--- src/rtl/fetch_pkg.sv ---
// Shared types for the instruction fetch front end: fetch FSM states and
// the {pc, instr} entry carried through the instruction buffer.
package fetch_pkg;

    typedef logic [31:0] word_t;

    typedef enum logic [1:0] {
        FETCH  = 2'd0,
        DRAIN  = 2'd1,
        HALTED = 2'd2
    } fetch_state_t;

    typedef struct packed {
        word_t pc;
        word_t instr;
    } fetch_entry_t;

    localparam word_t NOP_INSTR = 32'h0000_0013;
    localparam word_t PC_STEP   = 32'd4;

    // Sequential fetch address; 32-bit unsigned so it wraps past 32'hFFFF_FFFC.
    function automatic word_t next_pc(input word_t pc);
        return pc + PC_STEP;
    endfunction

endpackage

--- src/rtl/fetch_fifo.sv ---
// Small instruction buffer of fetch entries between imem and decode.
// Flush wins over push and pop; push into a full buffer is accepted only alongside a pop.
module fetch_fifo
    import fetch_pkg::*;
#(
    parameter int DEPTH = 2
) (
    input  logic                     CLK,
    input  logic                     nRST,
    input  logic                     push,
    input  logic                     pop,
    input  logic                     flush,
    input  fetch_entry_t             din,
    output logic                     full,
    output logic                     empty,
    output logic [$clog2(DEPTH):0]   count,
    output fetch_entry_t             head
);

    localparam int AW = $clog2(DEPTH);
    localparam int CW = AW + 1;

    fetch_entry_t    mem [DEPTH];
    logic [AW-1:0]   rd_ptr_reg;
    logic [AW-1:0]   wr_ptr_reg;
    logic [CW-1:0]   count_reg;
    logic            do_push;
    logic            do_pop;

    assign empty   = (count_reg == '0);
    assign full    = (count_reg == CW'(DEPTH));
    assign count   = count_reg;
    assign head    = mem[rd_ptr_reg];
    assign do_pop  = pop && !empty;
    assign do_push = push && (!full || do_pop);

    always_ff @(posedge CLK) begin
        if (!nRST || flush) begin
            rd_ptr_reg <= '0;
            wr_ptr_reg <= '0;
            count_reg  <= '0;
        end else begin
            if (do_push)
                wr_ptr_reg <= wr_ptr_reg + AW'(1);
            if (do_pop)
                rd_ptr_reg <= rd_ptr_reg + AW'(1);
            if (do_push && !do_pop)
                count_reg <= count_reg + CW'(1);
            else if (do_pop && !do_push)
                count_reg <= count_reg - CW'(1);
        end
    end

    // Storage carries no reset; entries are only read while counted valid.
    always_ff @(posedge CLK) begin
        if (do_push && !flush)
            mem[wr_ptr_reg] <= din;
    end

endmodule

--- src/rtl/fetch_unit.sv ---
// Instruction fetch: issues imem requests, buffers returned words with their PC,
// and hands them to decode over valid/ready; handles redirects and halt.
module fetch_unit
    import fetch_pkg::*;
#(
    parameter word_t RESET_PC = 32'h0000_0000,
    parameter int    DEPTH    = 2
) (
    input  logic        CLK,
    input  logic        nRST,
    output logic        imem_ren,
    output logic [31:0] imem_addr,
    input  logic        imem_ihit,
    input  logic [31:0] imem_load,
    input  logic        redirect,
    input  logic [31:0] redirect_pc,
    input  logic        halt,
    input  logic        dec_ready,
    output logic        instr_valid,
    output logic [31:0] instr,
    output logic [31:0] instr_pc,
    output logic        halted
);

    localparam int CW = $clog2(DEPTH) + 1;

    fetch_state_t  state_reg;
    fetch_state_t  state_next;
    word_t         pc_reg;
    word_t         pc_next;
    word_t         req_addr_reg;
    word_t         req_addr_next;
    logic          active_reg;
    logic          outstanding_reg;
    fetch_entry_t  held_reg;

    logic          fifo_push;
    logic          fifo_pop;
    logic          fifo_flush;
    logic          fifo_full;
    logic          fifo_empty;
    logic [CW-1:0] fifo_count;
    fetch_entry_t  fifo_head;
    fetch_entry_t  fifo_din;
    logic          hit;

    fetch_fifo #(
        .DEPTH (DEPTH)
    ) u_fifo (
        .CLK   (CLK),
        .nRST  (nRST),
        .push  (fifo_push),
        .pop   (fifo_pop),
        .flush (fifo_flush),
        .din   (fifo_din),
        .full  (fifo_full),
        .empty (fifo_empty),
        .count (fifo_count),
        .head  (fifo_head)
    );

    assign fifo_din.pc    = req_addr_reg;
    assign fifo_din.instr = imem_load;
    assign imem_addr      = req_addr_reg;
    assign instr_valid    = !fifo_empty;
    assign hit            = imem_ren && imem_ihit;

    // When the buffer runs dry the last presented entry stays visible.
    assign instr    = fifo_empty ? held_reg.instr : fifo_head.instr;
    assign instr_pc = fifo_empty ? held_reg.pc    : fifo_head.pc;

    // A request once raised is held until its ihit, whatever else happens.
    always_comb begin
        imem_ren = 1'b0;
        halted   = 1'b0;
        unique case (state_reg)
            FETCH:   imem_ren = active_reg && (outstanding_reg || (fifo_count < CW'(DEPTH)));
            DRAIN:   imem_ren = 1'b1;
            HALTED: begin
                imem_ren = outstanding_reg;
                halted   = 1'b1;
            end
            default: imem_ren = 1'b0;
        endcase
    end

    always_comb begin
        state_next    = state_reg;
        pc_next       = pc_reg;
        req_addr_next = req_addr_reg;
        fifo_push     = 1'b0;
        fifo_pop      = 1'b0;
        fifo_flush    = 1'b0;
        unique case (state_reg)
            FETCH: begin
                if (halt) begin
                    fifo_flush = 1'b1;
                    state_next = HALTED;
                end else if (redirect) begin
                    fifo_flush = 1'b1;
                    pc_next    = redirect_pc;
                    if (imem_ren && !imem_ihit)
                        state_next = DRAIN;
                    else
                        req_addr_next = redirect_pc;
                end else begin
                    fifo_pop = instr_valid && dec_ready;
                    if (hit) begin
                        fifo_push     = !fifo_full || fifo_pop;
                        pc_next       = next_pc(pc_reg);
                        req_addr_next = next_pc(pc_reg);
                    end
                end
            end
            DRAIN: begin
                if (halt) begin
                    fifo_flush = 1'b1;
                    state_next = HALTED;
                end else begin
                    if (redirect) begin
                        fifo_flush = 1'b1;
                        pc_next    = redirect_pc;
                    end
                    if (imem_ihit) begin
                        req_addr_next = redirect ? redirect_pc : pc_reg;
                        state_next    = FETCH;
                    end
                end
            end
            HALTED: state_next = HALTED;
            default: state_next = FETCH;
        endcase
    end

    always_ff @(posedge CLK) begin
        if (!nRST) begin
            state_reg       <= FETCH;
            pc_reg          <= RESET_PC;
            req_addr_reg    <= RESET_PC;
            active_reg      <= 1'b0;
            outstanding_reg <= 1'b0;
            held_reg        <= '0;
        end else begin
            state_reg       <= state_next;
            pc_reg          <= pc_next;
            req_addr_reg    <= req_addr_next;
            active_reg      <= 1'b1;
            outstanding_reg <= imem_ren && !imem_ihit;
            if (!fifo_empty)
                held_reg <= fifo_head;
        end
    end

endmodule

--- config.mk ---
export PLATFORM = sky130hd
export DESIGN_NAME = fetch_unit
export DESIGN_NICKNAME = d
export VERILOG_FILES = /design/src/rtl/fetch_pkg.sv /design/src/rtl/fetch_fifo.sv /design/src/rtl/fetch_unit.sv
export SDC_FILE = /design/constraint.sdc
export NUM_CORES = 1
export LEC_CHECK = 0
export CORE_MARGIN = 2
export CORE_UTILIZATION = 45
export CTS_CLUSTER_SIZE = 8
export DETAILED_ROUTE_END_ITERATION = 12
export PLACE_DENSITY_LB_ADDON = 0.15
export SYNTH_ARGS = -nofsm -noshare
export SYNTH_HDL_FRONTEND = slang
export SYNTH_SLANG_ARGS = --single-unit
--- constraint.sdc ---
create_clock -name CLK -period 11.4 [get_ports CLK]
set_input_delay 1.14 -clock CLK [delete_from_list [all_inputs] [get_ports CLK]]
set_output_delay 1.14 -clock CLK [all_outputs]
set_load 0.1 [all_outputs]
## After elaboration in Yosys (flattened, before gate mapping)

Memory sizes are Yosys's and may differ from the RTL's. A register that Yosys moved wholly into a read port is not among the register bits.
Index checks and enable logic that the tools add are counted.

- Register bits: 136
- Memory bits (writable): 128
- Input bits: 70
- Output and inout bits: 99
- Word-level logic and storage cells: 95
- Memories: 1

Memory list:

| memory | depth | bits a word | rd ports | clocked after Yosys merged registers in | wr ports | line | RTL |
|---|---|---|---|---|---|---|---|
| u_fifo.mem | 2 | 64 | 1 | 1 | 1 | fetch_fifo.sv:23 | `fetch_entry_t mem [DEPTH];` |

- Add/subtract/negate cells: 5
- Magnitude comparators: 1
- Equality and inequality tests: 11
- Mux-type cells: 39
- Reduce and logical (&&, ||, !) cells: 28

Operators by type and width:

| kind | count |
|---|---|
| $mux W32 | 12 |
| $pmux W32 S2 | 2 |
| $add A32 B3 Y32 const B | 1 |
| $mux W1 | 16 |
| $ne A3 B3 Y1 const B | 5 |
| $mux W2 | 7 |
| $logic_and A1 B1 Y1 | 9 |
| $logic_not A1 Y1 | 7 |
| $ne A2 B2 Y1 const B | 3 |
| $pmux W2 S3 | 1 |
| $reduce_and A6 Y1 | 1 |
| $eq A2 B2 Y1 const B | 2 |
| $logic_not A2 Y1 | 2 |
| $logic_or A1 B1 Y1 | 4 |
| $reduce_and A4 Y1 | 1 |
| $reduce_bool A2 Y1 | 2 |
| $pmux W1 S3 | 1 |
| $reduce_and A3 Y1 | 1 |
| $add A1 B1 Y1 const B | 2 |
| $add A2 B1 Y2 const B | 1 |
| $eq A2 B1 Y1 const B | 1 |
| $lt A2 B2 Y1 const B | 1 |
| $reduce_or A2 Y1 | 1 |
| $sub A2 B1 Y2 const B | 1 |

## Depth between registers and ports, before layout

- Depth after elaboration: 14
- Gate-level depth with buffers: 9
- Mapped depth without buffers: 7

## By module

Synthesis repeated with hierarchy kept, for this count alone.

- Cell total of the unflattened synthesis: 948
- Area total of the unflattened synthesis: 11270.8 sq um

Modules (own cells, without submodules):

| module | times used | cells an instance | area each (sq um) | sequential area each (sq um) |
|---|---|---|---|---|
| fetch_unit | 1 | 721 | 6419.9 | 2642.5 |
| fetch_fifo | 1 | 227 | 4850.9 | 3943.8 |

## Worst setup path before layout

No wires, ideal clock.

- Path type: input-to-reg
- Start: input port redirect
- End: memory u_fifo.mem[0][0] in the netlist's numbering, enable pin
- Arrival time: 4886 ps
- Required time: 10906 ps
- Slack: 6021 ps
- Stages on the path: 5
- Path buffers: 1
- Cell sequence: clkbuf_1 > nor4_1 > o311ai_0 > a211oi_2 > nor2b_1

- Word-level cells in the longest chain between the ends: 9
- Elaborated cells between the ends (all ways): 16
- Those cells by class: 11 x mux; 5 x reduce/logical

RTL lines:

| what | line | RTL |
|---|---|---|
| from (decl) | fetch_unit.sv:15 | `input logic redirect,` |
| $mux W1 | fetch_unit.sv:99 | `end else if (redirect) begin` |
| $mux W1 | fetch_unit.sv:96 | `if (halt) begin` |
| $mux W1 | fetch_unit.sv:94 | `unique case (state_reg)` |
| $logic_and A1 B1 Y1 | fetch_fifo.sv:34 | `assign do_pop = pop && !empty;` |
| $logic_or A1 B1 Y1 | fetch_fifo.sv:35 | `assign do_push = push && (!full \|\| do_pop);` |
| $logic_and A1 B1 Y1 * | fetch_fifo.sv:35 |  |
| via u_fifo.do_push | fetch_fifo.sv:27 | `logic do_push;` |
| $logic_and A1 B1 Y1 * | fetch_fifo.sv:56 | `if (do_push && !flush)` |
| $mux W1 * | fetch_fifo.sv:56 |  |
| $mux W1 (implied by the code) * | fetch_fifo.sv:57 | `mem[wr_ptr_reg] <= din;` |
| to (decl) | fetch_fifo.sv:23 |  |

Mark *: on every way through the listed nets, which the timed path passes. The rest lies on a longest branch.

## Final worst setup path

- Start: register u_fifo.count_reg[1] (netlist: u_fifo.count[1])
- End: output port instr_pc[31]

- Word-level cells in the longest chain between the ends: 2

RTL lines:

| what | line | RTL |
|---|---|---|
| from (decl) | fetch_fifo.sv:26 | `logic [CW-1:0] count_reg;` |
| from (signal assigned) | fetch_fifo.sv:48 | `count_reg <= count_reg + CW'(1);` |
| from (signal assigned) | fetch_fifo.sv:50 | `count_reg <= count_reg - CW'(1);` |
| $logic_not A2 Y1 | fetch_fifo.sv:30 | `assign empty = (count_reg == '0);` |
| $mux W32 | fetch_unit.sv:70 | `assign instr_pc = fifo_empty ? held_reg.pc : fifo_head.pc;` |
| to (decl) | fetch_unit.sv:21 | `output logic [31:0] instr_pc,` |

Every way passes these cells.

==> impl_metrics.yaml <==
drt:
  drt-vias-per-instance: 5.25
  wirelength_um: 25300
  detail_route.wl_per_cell_um: 17.1
  drc: 0
  dr_total_vias: 7763
  postRouteAntennaNets: 0
  first_iter_violations: 550
  firstDrtPassIters: 5
die:
  initial_standard_cell_utilization_of_the_core: 0.462
  ioPinCount: 169
  die_h_um: 160
  die_x_um: 160
  die_area_um2: 25500
  area_of_the_core_um2: 23600
  cell_row_count: 56
setup_path:
  endpoint: "instr_pc[31]"
  setup.worst_path.start: "u_fifo.count[1]$_SDFFE_PP0P_"
  setup.worst_path.class: "reg2out"
  cp.required_ns: 10.26
  worstPathMaxFanout: 93
  worstRegToRegCells: 5
  worstReg2RegStart: "state_reg[1]$_SDFFE_PN0P_"
  worstSetupEndpointType: "primary output"
  timing.critical_path.from_type: "flop"
  r2r_end: "u_fifo.mem[0][24]$_DFFE_PP_"
  critical_path_arrival_ns: 3.78
  r2r_setup_slack_ns: 8.39
pwr:
  seqPwrFrac: 0.443
  netSwitchingPower_uw: 604
  pwr-share-comb: 0.110
  share_clk_of_total_power: 0.447
  power_switching_share: 0.256
  p_int_uw: 1750
  reported_leakage_power_uw: 0.00460
  total_power_density_per_cell_area_nw_per_um2: 170
  vdd.ir_drop.worst_mv: 0.110
finish:
  largest_register_ff_count: 128
  sequential_cell_area_um2: 6590
  insertedDiodeCount: 0
  combined_area_of_the_multi_input_logic_cells_um2: 3970
  layout-drive-gt1-share: 0.0655
  num-fill-cells: 2010
  area_growth_syn_to_layout_pct: 27.2
  fin_nets: 1201
placement:
  routabilityCongestion: 0.841
  dpl.hpwl_um: 15800
  buffer_ports.inserted: 168
sta:
  setup_violations: 0
  fin_worst_skew_ns: 0.0155
  timing.final.crit_share: 0.432
  max-slew-margin-rel: 0.318
  timing_hold_violations_final: 0
  achievable-frequency_mhz: 203
  grt_setup_unrepaired: "false"
  max_slew.worst_pin.slew_ns: 1.02
  tns_ns: 0
  final_max_slew_viol_count: 0
  period_minus_slack_ns: 4.92
  worst_hold_slack_ns: 0.451
cts:
  clkSlewWorstSetupHoldPaths_ns: 0.05
  post_cts.resized_instances: 0
  cts_hold_repair.buffers: 0
  clk_path_buf_depth: 3
  numClockSinks: 265
  cts_setup_buffers: 0
  h-tree-depth: 2
  cts_root_buf: "sky130_fd_sc_hd__clkbuf_16"
  cts_tree: "done"
  clk-insertion-delay-late_ns: 0.51
  cts_made_buffers: 39
synthesis:
  post_syn_area_um2: 10900
  synthDistinctLibCells: 60
  postSynth.topFlopCell: "sky130_fd_sc_hd__dfxtp_1"
  postSynthRegisterBits: 265
  syn-instance-count: 976
  synthArstFlopShare: 0
  synth.net_count: 1048
  number_of_synthesized_flops_with_an_enable_pin: 128
  yosysSeqAreaShare: 0.604
  ys_warn_count: 0
  postSynthAreaPerCell_um2: 11.2
job:
  maxcap_viol_count: 0
grt:
  grt_first_pass_wirelength_um: 41000
  global_route.overflow_total: 0
  antenna_found_initial: 0
  grt_max_degree: 94
  via_count_of_the_first_global_routing_pass: 7595
  all_layer_global_routing_usage: 0.198
hold_path:
  min-delay-path-class: "reg2reg"
status:
  run_status: "finished, final reports clean"
[layout by cell type, fill, tap and decap left out, types with 3 or more instances in the layout]
cell                              netlist  routed
sky130_fd_sc_hd__nand4_1               10      10
sky130_fd_sc_hd__o21a_1                 5       5
sky130_fd_sc_hd__a21oi_1               32      32
sky130_fd_sc_hd__a211oi_1              11      11
sky130_fd_sc_hd__and2_1                71      70
sky130_fd_sc_hd__and3_1                 5       5
sky130_fd_sc_hd__or3_1                  5       5
sky130_fd_sc_hd__and4_1                 6       6
sky130_fd_sc_hd__nand2_1              121     121
sky130_fd_sc_hd__or4_1                  5       5
sky130_fd_sc_hd__inv_1                  8       8
sky130_fd_sc_hd__o211a_1                3       3
sky130_fd_sc_hd__clkbuf_1              35      27
sky130_fd_sc_hd__nor2b_1                6       5
sky130_fd_sc_hd__o2bb2ai_1              3       3
sky130_fd_sc_hd__clkbuf_16              0      39
sky130_fd_sc_hd__edfxtp_1             128     128
sky130_fd_sc_hd__clkdlybuf4s50_1        0     166
sky130_fd_sc_hd__nor4_1                10      10
sky130_fd_sc_hd__o21ai_0               91      91
sky130_fd_sc_hd__mux2i_1               75      75
sky130_fd_sc_hd__inv_6                  0       3
sky130_fd_sc_hd__a32o_1                 8       8
sky130_fd_sc_hd__o211ai_1               8       8
sky130_fd_sc_hd__nand2b_1              15      15
sky130_fd_sc_hd__nand3_1               37      37
sky130_fd_sc_hd__o41ai_1                4       4
sky130_fd_sc_hd__dfxtp_1              137     136
sky130_fd_sc_hd__o31ai_1                4       4
sky130_fd_sc_hd__o22ai_1                8       8
sky130_fd_sc_hd__nor3_1                12      12
sky130_fd_sc_hd__xnor2_1                7       7
sky130_fd_sc_hd__nor2_1                31      30
sky130_fd_sc_hd__xor2_1                 5       5
sky130_fd_sc_hd__buf_4                  6      10
sky130_fd_sc_hd__a31oi_1                7       7
[metrics by stage]
| step | worst slack [ns] | area, um2 | std cells | utilization | power, uW |
|---|---|---|---|---|---|
| after detailed placement | 6.96 | 12700 | 1407 | 0.539 | 1320 |
| after CTS | 6.42 | 13900 | 1479 | 0.587 | 2380 |
| after floorplan | 6.02 | 10900 | 976 | - | 1240 |
| final | 6.48 | 13900 | 1479 | 0.587 | 2360 |
| after global placement | 6.98 | 12700 | 1407 | 0.539 | 1320 |
| after global routing | 6.16 | 13900 | 1479 | 0.587 | 2440 |
[cells by family after synthesis]
kind of cell               count (synthesis)  share of synthesized area
xor gates and xnor gates                  12                    0.00964
and+or+nand+nor                          351                      0.170
DFF                                      265                      0.604
muxes                                     75                     0.0689
adders and majority gates                  2                    0.00229
AOI/OAI and AO/OA                        198                      0.112
buffers and inverters                     73                     0.0334
[power groups by stage]
stage / Combinational, uW / Sequential (uW) / Clock, uW
finish: 258 / 1040 / 1050
global placement: 258 / 1060 / 0
CTS: 260 / 1040 / 1080
floorplan: 135 / 1110 / 0
global route: 274 / 1050 / 1120
detailed placement: 259 / 1060 / 0
[Yosys cell counts (all sizes together), types with 4 or more instances]
master	instances	area share
buf	30	0.019
nand2	122	0.042
xor2	5	0.0040
nand4	12	0.0096
nor4	11	0.0077
nand3	39	0.019
nor2b	6	0.0034
clkbuf	35	0.012
a32o	8	0.0073
o31ai	4	0.0028
or3	5	0.0029
nor2	32	0.011
o21ai	92	0.042
and4	9	0.0078
a21oi	32	0.015
a31oi	7	0.0040
o211ai	9	0.0067
or4	5	0.0034
xnor2	7	0.0056
o22ai	8	0.0046
o21a	5	0.0034
inv	8	0.0028
and2	73	0.042
nand2b	15	0.0086
dfxtp	137	0.25
mux2i	75	0.069
a211oi	12	0.0087
o41ai	4	0.0032
nor3	12	0.0055
and3	5	0.0029
edfxtp	128	0.35
[area by class of cell]
| class | instances | share of cell area |
|---|---|---|
| Timing Repair Buffer | 177 | 0.126 |
| Sequential cell | 265 | 0.475 |
| Inverter | 8 | 0.00217 |
| Clock buffer | 68 | 0.0797 |
| Clock inverter | 4 | 0.00226 |
| Multi-Input combinational cell | 638 | 0.286 |
| Tap cell | 319 | 0.0288 |
[critical path, cell delays in order, from the launching register on]
cell	delay, ns
sky130_fd_sc_hd__dfxtp_1	0.36
sky130_fd_sc_hd__nor2_4	0.64
sky130_fd_sc_hd__buf_4	0.74
sky130_fd_sc_hd__nand2_1	0.10
sky130_fd_sc_hd__o21ai_0	0.16
sky130_fd_sc_hd__clkdlybuf4s50_1	1.20
[metal layers]
metal | track usage | vias to the layer above | share of wire
li1 | - | 3874 | -
met1 | 0.276 | 3626 | 0.47
met3 | 0.0400 | 43 | 0.056
met5 | 0 | - | 0
met2 | 0.316 | 220 | 0.45
met4 | 0.0570 | 0 | 0.019
[how the worst min path moves through the flow]
stage / start / endpoint / depth (start not counted)
final: pc_reg[1]$_SDFFE_PN0P_ / pc_reg[1]$_SDFFE_PN0P_ / 2
after detailed placement: pc_reg[1]$_SDFFE_PN0P_ / pc_reg[1]$_SDFFE_PN0P_ / 2
after global routing: pc_reg[1]$_SDFFE_PN0P_ / pc_reg[1]$_SDFFE_PN0P_ / 2
after floorplan: pc_reg[0]$_SDFFE_PN0P_ / pc_reg[0]$_SDFFE_PN0P_ / 2
after CTS: pc_reg[1]$_SDFFE_PN0P_ / pc_reg[1]$_SDFFE_PN0P_ / 2
after global placement: pc_reg[1]$_SDFFE_PN0P_ / pc_reg[1]$_SDFFE_PN0P_ / 2
No activity file was read; power rests on OpenSTA's default activity.
